===== config.mk =====
export PLATFORM = sky130hd
export DESIGN_NAME = fetch_unit
export DESIGN_NICKNAME = d
export VERILOG_FILES = /design/src/rtl/cpu_pkg.sv /design/src/rtl/fetch_fifo.sv /design/src/rtl/fetch_unit.sv
export SDC_FILE = /design/constraint.sdc
export NUM_CORES = 1
export LEC_CHECK = 0
export ABC_AREA = 1
export BUFFER_PORTS_ARGS = -buffer_cell sky130_fd_sc_hd__buf_2
export CORE_MARGIN = 2
export CORE_UTILIZATION = 25
export DETAILED_ROUTE_END_ITERATION = 10
export PLACE_DENSITY_LB_ADDON = 0.08
export SLEW_MARGIN = 10
export SYNTH_ARGS = -nofsm -noshare
export SYNTH_HDL_FRONTEND = slang
export SYNTH_SLANG_ARGS = --single-unit
export TNS_END_PERCENT = 5

===== constraint.sdc =====
create_clock -name clk -period 6.55 [get_ports clk]
set_input_delay 0.3275 -clock clk [delete_from_list [all_inputs] [get_ports clk]]
set_output_delay 0.3275 -clock clk [all_outputs]
set_load 0.02 [all_outputs]

===== src/rtl/cpu_pkg.sv =====
// cpu_pkg: shared fetch-path widths, reset PC and buffer entry type
package cpu_pkg;
    localparam int XLEN = 32;
    localparam int ROM_AW = 7;
    localparam logic [XLEN-1:0] RESET_PC = 32'h0000_0000;
    localparam logic [XLEN-1:0] INSTR_NOP = 32'h0000_0013;
    typedef struct packed {
        logic [XLEN-1:0] pc;
        logic [XLEN-1:0] instr;
    } fetch_entry_t;
endpackage


===== src/rtl/fetch_fifo.sv =====
// fetch_fifo: 2-entry {pc, instr} buffer, head always in slot 0, flush clears
module fetch_fifo
    import cpu_pkg::*;
(
    input  logic            clk,
    input  logic            rst_n,
    input  logic            push,
    input  logic            pop,
    input  logic            flush,
    input  logic [XLEN-1:0] din_pc,
    input  logic [XLEN-1:0] din_instr,
    output logic [XLEN-1:0] head_pc,
    output logic [XLEN-1:0] head_instr,
    output logic [1:0]      count
);
    fetch_entry_t mem [2];
    logic [1:0] slot;
    assign slot = count - {1'b0, pop};
    assign head_pc = mem[0].pc;
    assign head_instr = mem[0].instr;
    always_ff @(posedge clk) begin
        if (!rst_n || flush) begin
            count <= '0;
        end else begin
            assert (count <= 2'd2);
            assert (!(push && !pop && count == 2'd2));
            assert (!(pop && count == 2'd0));
            // shift on pop; the push lands behind whatever remains
            if (pop) mem[0] <= mem[1];
            if (push) mem[slot[0]] <= {din_pc, din_instr};
            count <= count + {1'b0, push} - {1'b0, pop};
        end
    end
endmodule


===== src/rtl/fetch_unit.sv =====
// fetch_unit: PC owner driving a 1-cycle-latency ROM into a 2-entry decode buffer
module fetch_unit
    import cpu_pkg::*;
(
    input  logic              clk,
    input  logic              rst_n,
    output logic              rom_en,
    output logic [ROM_AW-1:0] rom_addr,
    input  logic [XLEN-1:0]   rom_data,
    input  logic              redirect_valid,
    input  logic [XLEN-1:0]   redirect_pc,
    output logic              if_valid,
    output logic [XLEN-1:0]   if_instr,
    output logic [XLEN-1:0]   if_pc,
    input  logic              if_ready
);
    logic [XLEN-1:0] pc, inflight_pc, head_pc, head_instr;
    logic            inflight, live, pop;
    logic [1:0]      count;
    logic [2:0]      occ;
    assign rom_addr = pc[ROM_AW+1:2];
    assign if_valid = rst_n & (count != 2'd0);
    assign if_instr = if_valid ? head_instr : '0;
    assign if_pc = if_valid ? head_pc : '0;
    assign pop = if_valid & if_ready;
    // only issue when the returning word is guaranteed a buffer slot
    assign occ = {1'b0, count} + {2'b0, inflight} - {2'b0, pop};
    assign rom_en = rst_n & live & ~redirect_valid & (occ < 3'd2);
    always_ff @(posedge clk) begin
        if (!rst_n) begin
            pc <= RESET_PC;
            inflight <= 1'b0;
            inflight_pc <= '0;
            live <= 1'b0;
        end else begin
            live <= 1'b1;
            if (redirect_valid) begin
                pc <= redirect_pc & ~XLEN'(3);
                inflight <= 1'b0;
            end else begin
                inflight <= rom_en;
                if (rom_en) begin
                    inflight_pc <= pc;
                    pc <= pc + XLEN'(4);
                end
            end
        end
    end
    fetch_fifo u_fifo (
        .clk        (clk),
        .rst_n      (rst_n),
        .push       (inflight),
        .pop        (pop),
        .flush      (redirect_valid),
        .din_pc     (inflight_pc),
        .din_instr  (rom_data),
        .head_pc    (head_pc),
        .head_instr (head_instr),
        .count      (count)
    );
endmodule


==> results.md, run 1 <==
- Post-synthesis register bit count: 188
- Post-route non-filler standard cell count: between 1k and 1.5k
- Seq/Total Area, Yosys: 59.4%
- Worst reg2reg path startpoint: u_fifo.count[1]$_SDFF_PP0_
- Synthesized cell area: 8430 um^2
- Startpoint Class: register
- Max Cap Viol: 0
- Simple-gate share of the synthesized area: 17.6%
- Placeable Area: between 30000 and 40000 um^2
- CP required: 6220 ps
- Unrepaired setup endpoints after global routing: false
- Setup skew after layout: 7.71 ps
- Synth warn: 0
- Flop pwr share: a little over half
- Post-Synth Adder-Cell Area: 0.683%
- Compound-gate portion of the synthesized area: 7.37%
- Mapped Cells: 908
- XOR/XNOR share of the synthesized area: 0.519%
- Top-area cell type share of the netlist area: 44.2%
- Crit path max fanout: 18
- R2R depth: 18
- Final #Nets: 1099
- Final period utilization: 58.3%
- Logic pwr share: 6.0%
- Crit path kind: reg -> out
- Multiplexer share of the synthesized area: 4.27%
- Slew headroom: 38.9%
- Synth unique cells: 34
- Crit end category: output port
- Sw power: 0.580 mW
- Die X: 188 um
- Critical Path End: rom_en
- First-pass GRT wire length: ~34 mm
- Worst reg2reg setup slack: 2990 ps
- Area grow syn2layout: 19.7%
- Status: complete, no violations
- Routed Antenna Nets: 0
- Peak supply drop: roughly 0.19 mV
- P_leak: 4.33 nW
- Largest net degree at the start of global routing: 81
- Cell Pwr Density: 244 nW/um^2
- Pre-antenna DRT Iters: 4
- Post-synth top area cell: edfxtp_1
- Num Clock Sinks: 188
- Final Slew Violations: 0
- CTS tree: built
- Final wirelength: about 21 mm
- Worst Tran Pin Value: 917 ps
- Final Hold Viols: 0
- Top FF cell, synth: edfxtp_1
- Htree depth: 4
- Worst-path clk slew: 70 ps
- Die area: ~35000 um^2
- Syn_area_per_cell: 9.29 um^2
- Achievable Freq: roughly 260 MHz
- Total power draw: between 2 and 2.5 mW
- Sw Share: 23.5%
- CP startpoint: u_fifo.count[1]$_SDFF_PP0_
- Hold_buf cts: 0
- Main combinational cell family by area after synthesis: simple AND/OR/NAND/NOR gates
- Async SR Flop Fraction: 0%
- Die Ht: 188 um
- Placement Setup Slack: 2810 ps
- RD Place Congestion: around 0.74
- Hpwl dp: 14.0 mm
- Final setup margin: roughly 2700 ps
- CTS buffer count: 17
- Remaining global-route overflow: 0
- Ant diodes: 0
- Antenna violations before repair: 0
- Port bufs: 136
- Cts repair resizes: 0
- Gr usage total: about an eighth
- Drt wl/cell: 14.3 um
- # setup viols final: 0
- Setup bufs post-CTS: 0
- CTS root buffer: clkbuf_16
- Vias in the first global route: roughly 6k
- Synth area leaders: edfxtp_1 44%, dfxtp_1 15%, inv_1 7.1%
- Internal: 1.88 mW
- Avg Vias per Cell: 4.06
- IO Count: about 140
- Clock Power Share: 40.9%
- Arr. time, crit path: 3490 ps
- Initial DRC count: 334
- FF-to-FF End: pc[24]$_SDFFE_PN0P_
- Fill count: between 3k and 4k
- CTS max path bufs: 2
- Tmin final: 3820 ps
- # placed instances: between 1k and 1.5k
- Number of synthesized flops with an enable pin: around 120
- Post-Route Setup TNS: 0 ps
- Layout cells sized above 1: a little over a fifth
- Via count: 6038
- Skew-Pair Late Insertion Delay: between 400 and 500 ps
- Hold Path Class: in -> reg
- Initial Util: 25.3%
- Post-route DRC: 0
- Cell Rows: 67
-- critical path, stage by stage (launching register included) --
cell and delay [ps]:
dfxtp_1 350, inv_1 80, a21oi_1 250, nand2_1 160
inv_1 80, ha_1 250, inv_1 70, ha_1 160
fa_1 410, inv_1 90, nand2_1 60, nor2_2 90
nand2_2 140, inv_1 580, buf_2 290
-- cell families after synthesis --
family / after synthesis
simple gates: 356
buf+inv: 208
flops: 188
compound gates: 114
mux: 32
xor+xnor: 5
fa+ha+maj: 4
other cells: 1
-- registers in the layout (all words and copies together), names as in the netlist --
name and count:
pc 30, inflight 1, live 1, u_fifo.mem 124, u_fifo.count 2, inflight_pc 30
-- power by group through the flow --
stage / Sequential [mW] / Combinational [mW] / Clock [mW]
2_1_floorplan: 1.33 / 0.0973 / 0
3_3_place_gp: 1.33 / 0.151 / 0
3_5_place_dp: 1.33 / 0.152 / 0
4_1_cts: 1.31 / 0.152 / 1.05
5_1_grt: 1.31 / 0.171 / 1.09
6_report: 1.31 / 0.148 / 1.01
-- synth_stat cells, types with 3 or more instances --
cell / count
clkbuf_1: 21
buf_6: 3
nand4_1: 7
inv_1: 159
o21ai_0: 58
buf_2: 11
xor2_1: 5
nand3b_1: 9
a31oi_1: 5
ha_1: 3
o21ai_1: 5
a21oi_1: 28
nor2_2: 5
nand2_1: 158
dfxtp_1: 64
buf_4: 9
a211oi_1: 16
edfxtp_1: 124
nand3_1: 51
nor2_1: 118
mux2_2: 32
-- metal layers --
layer | global-route usage, % | share of wire [%]
met3 | 2.62 | 4.0
met1 | 17.5 | 51
met5 | 0 | 0
met4 | 3.54 | 1.2
met2 | 19.2 | 44
-- cell usage in the layout, fill, tap and decap left out, drive strengths merged, types with 24 or more instances in the layout --
master / synthesis / final
a21oi: 28 / 28
buf: 25 / 146
clkbuf: 22 / 24
dfxtp: 64 / 64
edfxtp: 124 / 124
inv: 161 / 164
mux2: 32 / 32
nand2: 160 / 160
nand3: 51 / 51
nor2: 124 / 124
o21ai: 63 / 63
-- worst min-delay path by stage --
stage	from	end	slack, ps	cells past startpoint
2_1_floorplan	rst_n	live$_DFF_P_	360	0
3_3_place_gp	inflight_pc[19]$_SDFFE_PN0P_	u_fifo.mem[1][51]$_DFFE_PP_	410	0
3_5_place_dp	inflight_pc[18]$_SDFFE_PN0P_	u_fifo.mem[1][50]$_DFFE_PP_	410	0
4_1_cts	rom_data[30]	u_fifo.mem[1][30]$_DFFE_PP_	60	1
5_1_grt	rom_data[30]	u_fifo.mem[1][30]$_DFFE_PP_	60	1
6_report	rom_data[30]	u_fifo.mem[1][30]$_DFFE_PP_	80	1
-- area by class of cell --
| type | count | area, um^2 | share of cell area [%] |
|---|---|---|---|
| Clock buffer | 24 | 507 | 5.02 |
| Inverter | 161 | 604 | 5.99 |
| Sequential cell | 188 | 5000 | 49.6 |
| Tap cell | 448 | 561 | 5.55 |
| Timing Repair Buffer | 146 | 768 | 7.61 |
| Multi-Input combinational cell | 513 | 2590 | 25.7 |
| Clock inverter | 8 | 55.1 | 0.545 |
-- stage by stage --
stage	util (%)	hold WS, ps	area [um^2]
2_1_floorplan	-	355	8440
3_3_place_gp	28.6	409	9530
3_5_place_dp	28.6	413	9530
4_1_cts	30.3	59.8	10100
5_1_grt	30.3	59.4	10100
6_report	30.3	84.6	10100
Note: power is estimated with default switching activity, not from simulation.
==> run 2: changes to the inputs <==
clock period = 3.8 ns   (was 6.55 ns; I/O delays follow)
==> run 2 against run 1 <==
Hold slack lost 56 ps. Critical path type unchanged. Setup slack got worse by 2300 ps. Highest routed layer unchanged. Power up 78%.
==> results.md, run 2 (synthesized netlist as in run 1, its figures left out) <==
- Status: complete, no violations (unchanged)
- Initial DRC count: 303 (was 334)
- Crit path max fanout: 15 (was 18)
- Routed Antenna Nets: 0 (unchanged)
- Top Registers: u_fifo.mem x124, inflight_pc x30, pc x30 (unchanged)
- Ant diodes: 0 (unchanged)
- Commonest non-fill, non-tap cells in the layout: 158 x inv_1, 158 x nand2_1, 136 x buf_2 (was 159 x inv_1, 158 x nand2_1, 136 x buf_2)
- Peak supply drop: 0.323 mV (was 0.185 mV)
- Min-Delay Endpoint: pc[10]$_SDFFE_PN0P_ (was u_fifo.mem[1][30]$_DFFE_PP_)
- CTS max path bufs: 2 (unchanged)
- Arr. time, crit path: 3210 ps (was 3490 ps)
- Placement Setup Slack: 574 ps (was 2810 ps)
- Post-route DRC: 0 (unchanged)
- Worst-path clk slew: 80 ps (was 70 ps)
- Top delay family on crit path: buffers and inverters (unchanged)
- CTS buffer count: 17 (unchanged)
- Crit path kind: reg -> out (unchanged)
- Hold Path Class: in -> reg (unchanged)
- Gr usage total: 12.6% (was 12.4%)
- Port bufs: 136 (unchanged)
- Drt wl/cell: 13.9 um (was 14.3 um)
- CP required: 3610 ps (was 6220 ps)
- Htree depth: 4 (unchanged)
- Met3 usage: 2.62% (unchanged)
- Skew-Pair Late Insertion Delay: 440 ps (was 430 ps)
- Area grow syn2layout: 24.7% (was 19.7%)
- Largest net degree at the start of global routing: 93 (was 81)
- Worst reg2reg path startpoint: u_fifo.count[1]$_SDFF_PP0_ (unchanged)
- Cell Pwr Density: 417 nW/um^2 (was 244 nW/um^2)
- Fill count: 3591 (was 3641)
- Die X: 188 um (unchanged)
- WP buf/inv: 7 (was 6)
- Cell Rows: 67 (unchanged)
- Crit end category: output port (unchanged)
- Final setup margin: 405 ps (was 2730 ps)
- # setup viols final: 0 (unchanged)
- Vias in the first global route: 6021 (was 5987)
- Layout cells sized above 1: 21.1% (was 21.3%)
- Hpwl dp: 14.0 mm (about the same)
- Via count: 6105 (was 6038)
- Max reg flops: 124 (unchanged)
- Initial Util: 25.3% (unchanged)
- Remaining global-route overflow: 0 (unchanged)
- Pre-antenna DRT Iters: 4 (unchanged)
- Num Clock Sinks: 188 (unchanged)
- Worst path slowest cell: fa_1 (was inv_1)
- Final wirelength: 21.2 mm (about the same)
- FF-to-FF End: pc[29]$_SDFFE_PN0P_ (was pc[24]$_SDFFE_PN0P_)
- Final Hold Viols: 0 (unchanged)
- P_leak: 4.52 nW (was 4.33 nW)
- Critical hold path startpoint: redirect_pc[10] (was rom_data[30])
- Tmin final: ~3400 ps
- Cell chain of the critical path: inv_1 -> a21oi_2 -> nand2_1 -> inv_1 -> ha_1 -> inv_1 -> ha_1 -> fa_1 -> inv_1 -> nand2_1 -> nor2_2 -> nand2_2 -> inv_2 -> buf_4 -> buf_2 (was inv_1 -> a21oi_1 -> nand2_1 -> inv_1 -> ha_1 -> inv_1 -> ha_1 -> fa_1 -> inv_1 -> nand2_1 -> nor2_2 -> nand2_2 -> inv_1 -> buf_2)
- Worst reg2reg setup slack: 710 ps (was 2990 ps)
- Max Cap Viol: 0 (unchanged)
- Achievable Freq: 295 MHz
- Largest Register: u_fifo.mem (unchanged)
- Antenna violations before repair: 0 (unchanged)
- RD Place Congestion: 0.774 (was 0.741)
- CTS root buffer: clkbuf_16 (unchanged)
- IO Count: 141 (unchanged)
- Startpoint Class: register (unchanged)
- Unrepaired setup endpoints after global routing: false (unchanged)
- Setup bufs post-CTS: 0 (unchanged)
- Final Slew Violations: 0 (unchanged)
- CTS tree: built (unchanged)
- Final #Nets: 1134 (was 1099)
- First-pass GRT wire length: 34.4 mm (was 34.0 mm)
- Final period utilization: 89.4%
- Met2 GRT Util: 19.1% (was 19.2%)
- Slew headroom: 41.1% (was 38.9%)
- Worst Tran Pin Value: 883 ps (was 917 ps)
- GRT Max-Usage Layer: met2 (unchanged)
- Die area: 35200 um^2 (unchanged)
- Post-Route Setup TNS: 0 ps (unchanged)
- Cell depth of the worst hold path: 3 (was 1)
- R2R depth: 18 (unchanged)
- Routing usage on met1: 17.9% (was 17.5%)
- Avg Vias per Cell: 4.01 (was 4.06)
- Final core occ: 31.5% (was 30.3%)
- Die Ht: 188 um (unchanged)
- CP peak stage delay: 420 ps (was 580 ps)
- Most frequent CP cell: inv_1 (unchanged)
- Placeable Area: 33400 um^2 (unchanged)
- Setup skew after layout: 12.1 ps (was 7.71 ps)
-- run 2: stage by stage --
| stage | hold WS, ps | instances | power (mW) | cell area, um^2 |
|---|---|---|---|---|
| finish | 28.4 | 1523 | 4.38 | 10500 |
| CTS | 3.56 | 1523 | 4.47 | 10500 |
| detailed placement | 385 | 1459 | 2.57 | 9590 |
| global placement | 385 | 1459 | 2.57 | 9590 |
| floorplan | 218 | 909 | 2.46 | 8450 |
| global route | 27.2 | 1523 | 4.58 | 10500 |
-- run 2: layout make-up --
class / instances / area [um^2] / share of cell area [%]
Timing Repair Buffer: 181 / 1140 / 10.8
Sequential cell: 188 / 5000 / 47.6
Clock buffer: 21 / 503 / 4.78
Inverter: 161 / 604 / 5.75
Clock inverter: 11 / 101 / 0.964
Tap cell: 448 / 561 / 5.33
Multi-Input combinational cell: 513 / 2610 / 24.8
-- run 2: worst max path at each step --
stage                                            end  cells after the start                       start
after floorplan           u_fifo.mem[1][0]$_DFFE_PP_                      6  u_fifo.count[1]$_SDFF_PP0_
after global placement           pc[29]$_SDFFE_PN0P_                     18  u_fifo.count[1]$_SDFF_PP0_
after detailed placement                      rom_en                     15  u_fifo.count[1]$_SDFF_PP0_
after CTS                                     rom_en                     15  u_fifo.count[1]$_SDFF_PP0_
after global routing                          rom_en                     15  u_fifo.count[1]$_SDFF_PP0_
final                                         rom_en                     15  u_fifo.count[1]$_SDFF_PP0_
-- run 2: timing repair --
item,CTS,global route
endpoints found under the hold margin,32,0
endpoints found under the setup margin,0,1
hold buffers,32,0
resized for setup,0,2
-- run 2: where the power goes --
part	leakage, nW	internal, mW	switching [mW]
logic	2.57	0.115	0.171
clock network	0.298	1.02	0.816
registers	1.65	2.22	0.0380
-- run 2: metal layers --
layer	vias to the layer above	share of wire (%)
li1	3234	-
met4	0	1.3
met3	19	3.9
met2	122	43
met5	-	0
met1	2730	52
-- run 2: worst register-to-register path, stage by stage (launching register included) --
cell and delay [ps]:
dfxtp_1 340, inv_1 80, a21oi_2 200, nand2_1 130, inv_1 80, ha_1 270, inv_1 80, ha_1 150
fa_1 420, inv_1 80, nand2_1 60, nor2_2 90, nand2_2 150, buf_4 270, nor2_1 300, nand3_1 130
nand3b_1 110, nand2_1 50, inv_1 50
==> run 3: changes to the inputs <==
clock period = 3.2 ns   (was 3.8 ns; I/O delays follow)
==> run 3 against run 2 <==
Power rose by 18%. Non-clock buffer count increased by 11. Sequential share of layout area decreased by 0.67 points. First-iteration DRC count down 15%. Routed wire length increased by 0.20%. Highest routed layer unchanged. Setup slack lost 170 ps. Clock skew is 0.97 ps lower.
==> results.md, run 3 (synthesized netlist as in run 1, its figures left out) <==
- Logic pwr share: 6.8% (was 6.5%)
- Hold Path Class: in -> reg (unchanged)
- Post-Route Setup TNS: 0 ps (unchanged)
- Setup bufs post-CTS: 0 (unchanged)
- Post-route DRC: 0 (unchanged)
- R2R depth: 15 (was 18)
- Vias in the first global route: 5976 (was 6021)
- Final setup margin: 236 ps (was 405 ps)
- Worst reg2reg setup slack: 360 ps (was 710 ps)
- Most common cell after layout, fill and taps aside: nand2_1
- Antenna violations before repair: 0 (unchanged)
- Cell depth of the worst hold path: 3 (unchanged)
- # placed instances: 1466 (was 1459)
- Internal: 3.99 mW (was 3.35 mW)
- Avg Vias per Cell: 4.01 (about the same)
- Die area: 35200 um^2 (unchanged)
- Htree depth: 4 (unchanged)
- Via count: 6148 (was 6105)
- Drt wl/cell: 13.9 um (about the same)
- # setup viols final: 0 (unchanged)
- Worst Tran Pin Value: 643 ps (was 883 ps)
- WP buf/inv: 7 (unchanged)
- Critical hold path startpoint: redirect_pc[6] (was redirect_pc[10])
- Crit path kind: reg -> out (unchanged)
- Most frequent CP cell: inv_1 (unchanged)
- First-pass GRT wire length: 34.2 mm (was 34.4 mm)
- Commonest non-fill, non-tap cells in the layout: 157 x nand2_1, 156 x inv_1, 135 x buf_2 (was 158 x inv_1, 158 x nand2_1, 136 x buf_2)
- Skew-Pair Late Insertion Delay: 420 ps (was 440 ps)
- Final #Nets: 1145 (was 1134)
- Largest net degree at the start of global routing: 63 (was 93)
- Pre-antenna DRT Iters: 4 (unchanged)
- CTS tree: built (unchanged)
- Worst reg2reg path startpoint: u_fifo.count[1]$_SDFF_PP0_ (unchanged)
- Port bufs: 136 (unchanged)
- Achievable Freq: 337 MHz
- Worst-path clk slew: 70 ps (was 80 ps)
- CTS max path bufs: 2 (unchanged)
- Peak supply drop: 0.338 mV (was 0.323 mV)
- Final period utilization: 92.6%
- Setup skew after layout: 11.1 ps (was 12.1 ps)
- Initial DRC count: 259 (was 303)
- Final wirelength: 21.3 mm (was 21.2 mm)
- Area grow syn2layout: 26.5% (was 24.7%)
- Initial Util: 25.3% (unchanged)
- Max reg flops: 124 (unchanged)
- Gr usage total: 12.4% (was 12.6%)
- Crit path max fanout: 14 (was 15)
- Final Hold Viols: 0 (unchanged)
- Die X: 188 um (unchanged)
- Final Slew Violations: 0 (unchanged)
- Placement Setup Slack: 179 ps (was 574 ps)
- Sw Share: 22.7% (was 23.4%)
- Remaining global-route overflow: 0 (unchanged)
- Hpwl dp: 14.9 mm (was 14.0 mm)
- Num Clock Sinks: 188 (unchanged)
- Top Registers: u_fifo.mem x124, inflight_pc x30, pc x30 (unchanged)
- Status: complete, no violations (unchanged)
- Sw power: 1.17 mW (was 1.03 mW)
- CTS buffer count: 17 (unchanged)
- Flop pwr share: 51.9% (was 51.5%)
- Unrepaired setup endpoints after global routing: false (unchanged)
- Worst path slowest cell: fa_1 (unchanged)
- Cell Rows: 67 (unchanged)
- Placeable Area: 33400 um^2 (unchanged)
- Tmin final: 2960 ps
- Crit end category: output port (unchanged)
- CP peak stage delay: 430 ps (was 420 ps)
- P_leak: 4.58 nW (was 4.52 nW)
- CP required: 3040 ps (was 3610 ps)
- Top delay family on crit path: adder cells (was buffers and inverters)
- RD Place Congestion: 0.815 (was 0.774)
- Startpoint Class: register (unchanged)
- Routed Antenna Nets: 0 (unchanged)
- Clock Power Share: 41.3% (was 42.0%)
- Layout cells sized above 1: 21.6% (was 21.1%)
- Die Ht: 188 um (unchanged)
- Ant diodes: 0 (unchanged)
- Cell Pwr Density: 484 nW/um^2 (was 417 nW/um^2)
- Max Cap Viol: 0 (unchanged)
- CTS root buffer: clkbuf_16 (unchanged)
- IO Count: 141 (unchanged)
- Slew headroom: 57.1% (was 41.1%)
- Largest Register: u_fifo.mem (unchanged)
- Post-route non-filler standard cell count: 1534 (was 1523)
- FF-to-FF End: pc[2]$_SDFFE_PN0P_ (was pc[29]$_SDFFE_PN0P_)
- Min-Delay Endpoint: pc[6]$_SDFFE_PN0P_ (was pc[10]$_SDFFE_PN0P_)
- Cell chain of the critical path: inv_2 -> a21oi_4 -> nand2_2 -> inv_1 -> ha_4 -> inv_1 -> ha_1 -> fa_1 -> inv_1 -> nand2_1 -> nor2_2 -> nand2_4 -> inv_2 -> buf_8 -> buf_4 (was inv_1 -> a21oi_2 -> nand2_1 -> inv_1 -> ha_1 -> inv_1 -> ha_1 -> fa_1 -> inv_1 -> nand2_1 -> nor2_2 -> nand2_2 -> inv_2 -> buf_4 -> buf_2)
- Arr. time, crit path: 2800 ps (was 3210 ps)
run 3: stage by stage:
stage	total power, mW	util (%)	instance area, um^2	hold slack (ps)
3_5_place_dp	3.05	29.0	9680	353
5_1_grt	5.40	32.0	10700	10.2
3_3_place_gp	3.05	29.0	9680	354
2_1_floorplan	2.92	-	8460	188
4_1_cts	5.28	32.0	10700	0.803
6_report	5.16	32.0	10700	22.0
run 3: metal layers:
layer	share of wire, %	wire length [um]	global-route usage (%)
met4	0.75	159	3.21
met3	3.9	833	2.28
met5	0	0	0
met2	44	9280	19.3
met1	52	11000	17.9
run 3: final cells by class:
class | count | area [um^2]
flip-flops and latches | 188 | 5000
clock buffers | 26 | 554
clock inverters | 6 | 45.0
repair buffers | 192 | 1260
well taps | 448 | 561
inverters | 161 | 604
multi-input cells | 513 | 2630
fillers | 3600 | 22700
run 3: power groups by stage:
| stage | Combinational (mW) | Sequential [mW] | Clock, mW |
|---|---|---|---|
| after floorplan | 0.201 | 2.72 | 0 |
| final | 0.351 | 2.68 | 2.13 |
| after detailed placement | 0.321 | 2.73 | 0 |
| after CTS | 0.360 | 2.68 | 2.24 |
| after global placement | 0.319 | 2.73 | 0 |
| after global routing | 0.401 | 2.68 | 2.32 |
run 3: how the worst max path moves through the flow:
| stage | from | to | slack, ps | cells past startpoint |
|---|---|---|---|---|
| 2_1_floorplan | u_fifo.count[1]$_SDFF_PP0_ | u_fifo.mem[1][0]$_DFFE_PP_ | 70 | 6 |
| 3_3_place_gp | u_fifo.count[1]$_SDFF_PP0_ | pc[7]$_SDFFE_PN0P_ | 180 | 16 |
| 3_5_place_dp | u_fifo.count[1]$_SDFF_PP0_ | pc[2]$_SDFFE_PN0P_ | 180 | 15 |
| 4_1_cts | u_fifo.count[0]$_SDFF_PP0_ | rom_en | 30 | 15 |
| 5_1_grt | u_fifo.count[1]$_SDFF_PP0_ | rom_en | 30 | 15 |
| 6_report | u_fifo.count[1]$_SDFF_PP0_ | rom_en | 240 | 15 |
run 3: timing repair:
item / 4_1_cts / 5_1_grt
endpoints found under the setup margin: 1 / 2
cloned: 0 / 0
hold buffers: 36 / 0
resized for setup: 4 / 5
pin swaps: 0 / 0
endpoints found under the hold margin: 36 / 0
run 3: worst register-to-register path, cell delays in order, from the launching register on:
cell,delay [ps]
dfxtp_1,330
inv_2,90
a21oi_4,60
nand2_2,80
inv_1,70
ha_4,290
inv_1,40
ha_1,180
fa_1,430
inv_1,80
nand2_1,60
nor2_2,120
nand2_4,110
nand2_1,350
inv_1,200
a211oi_1,240
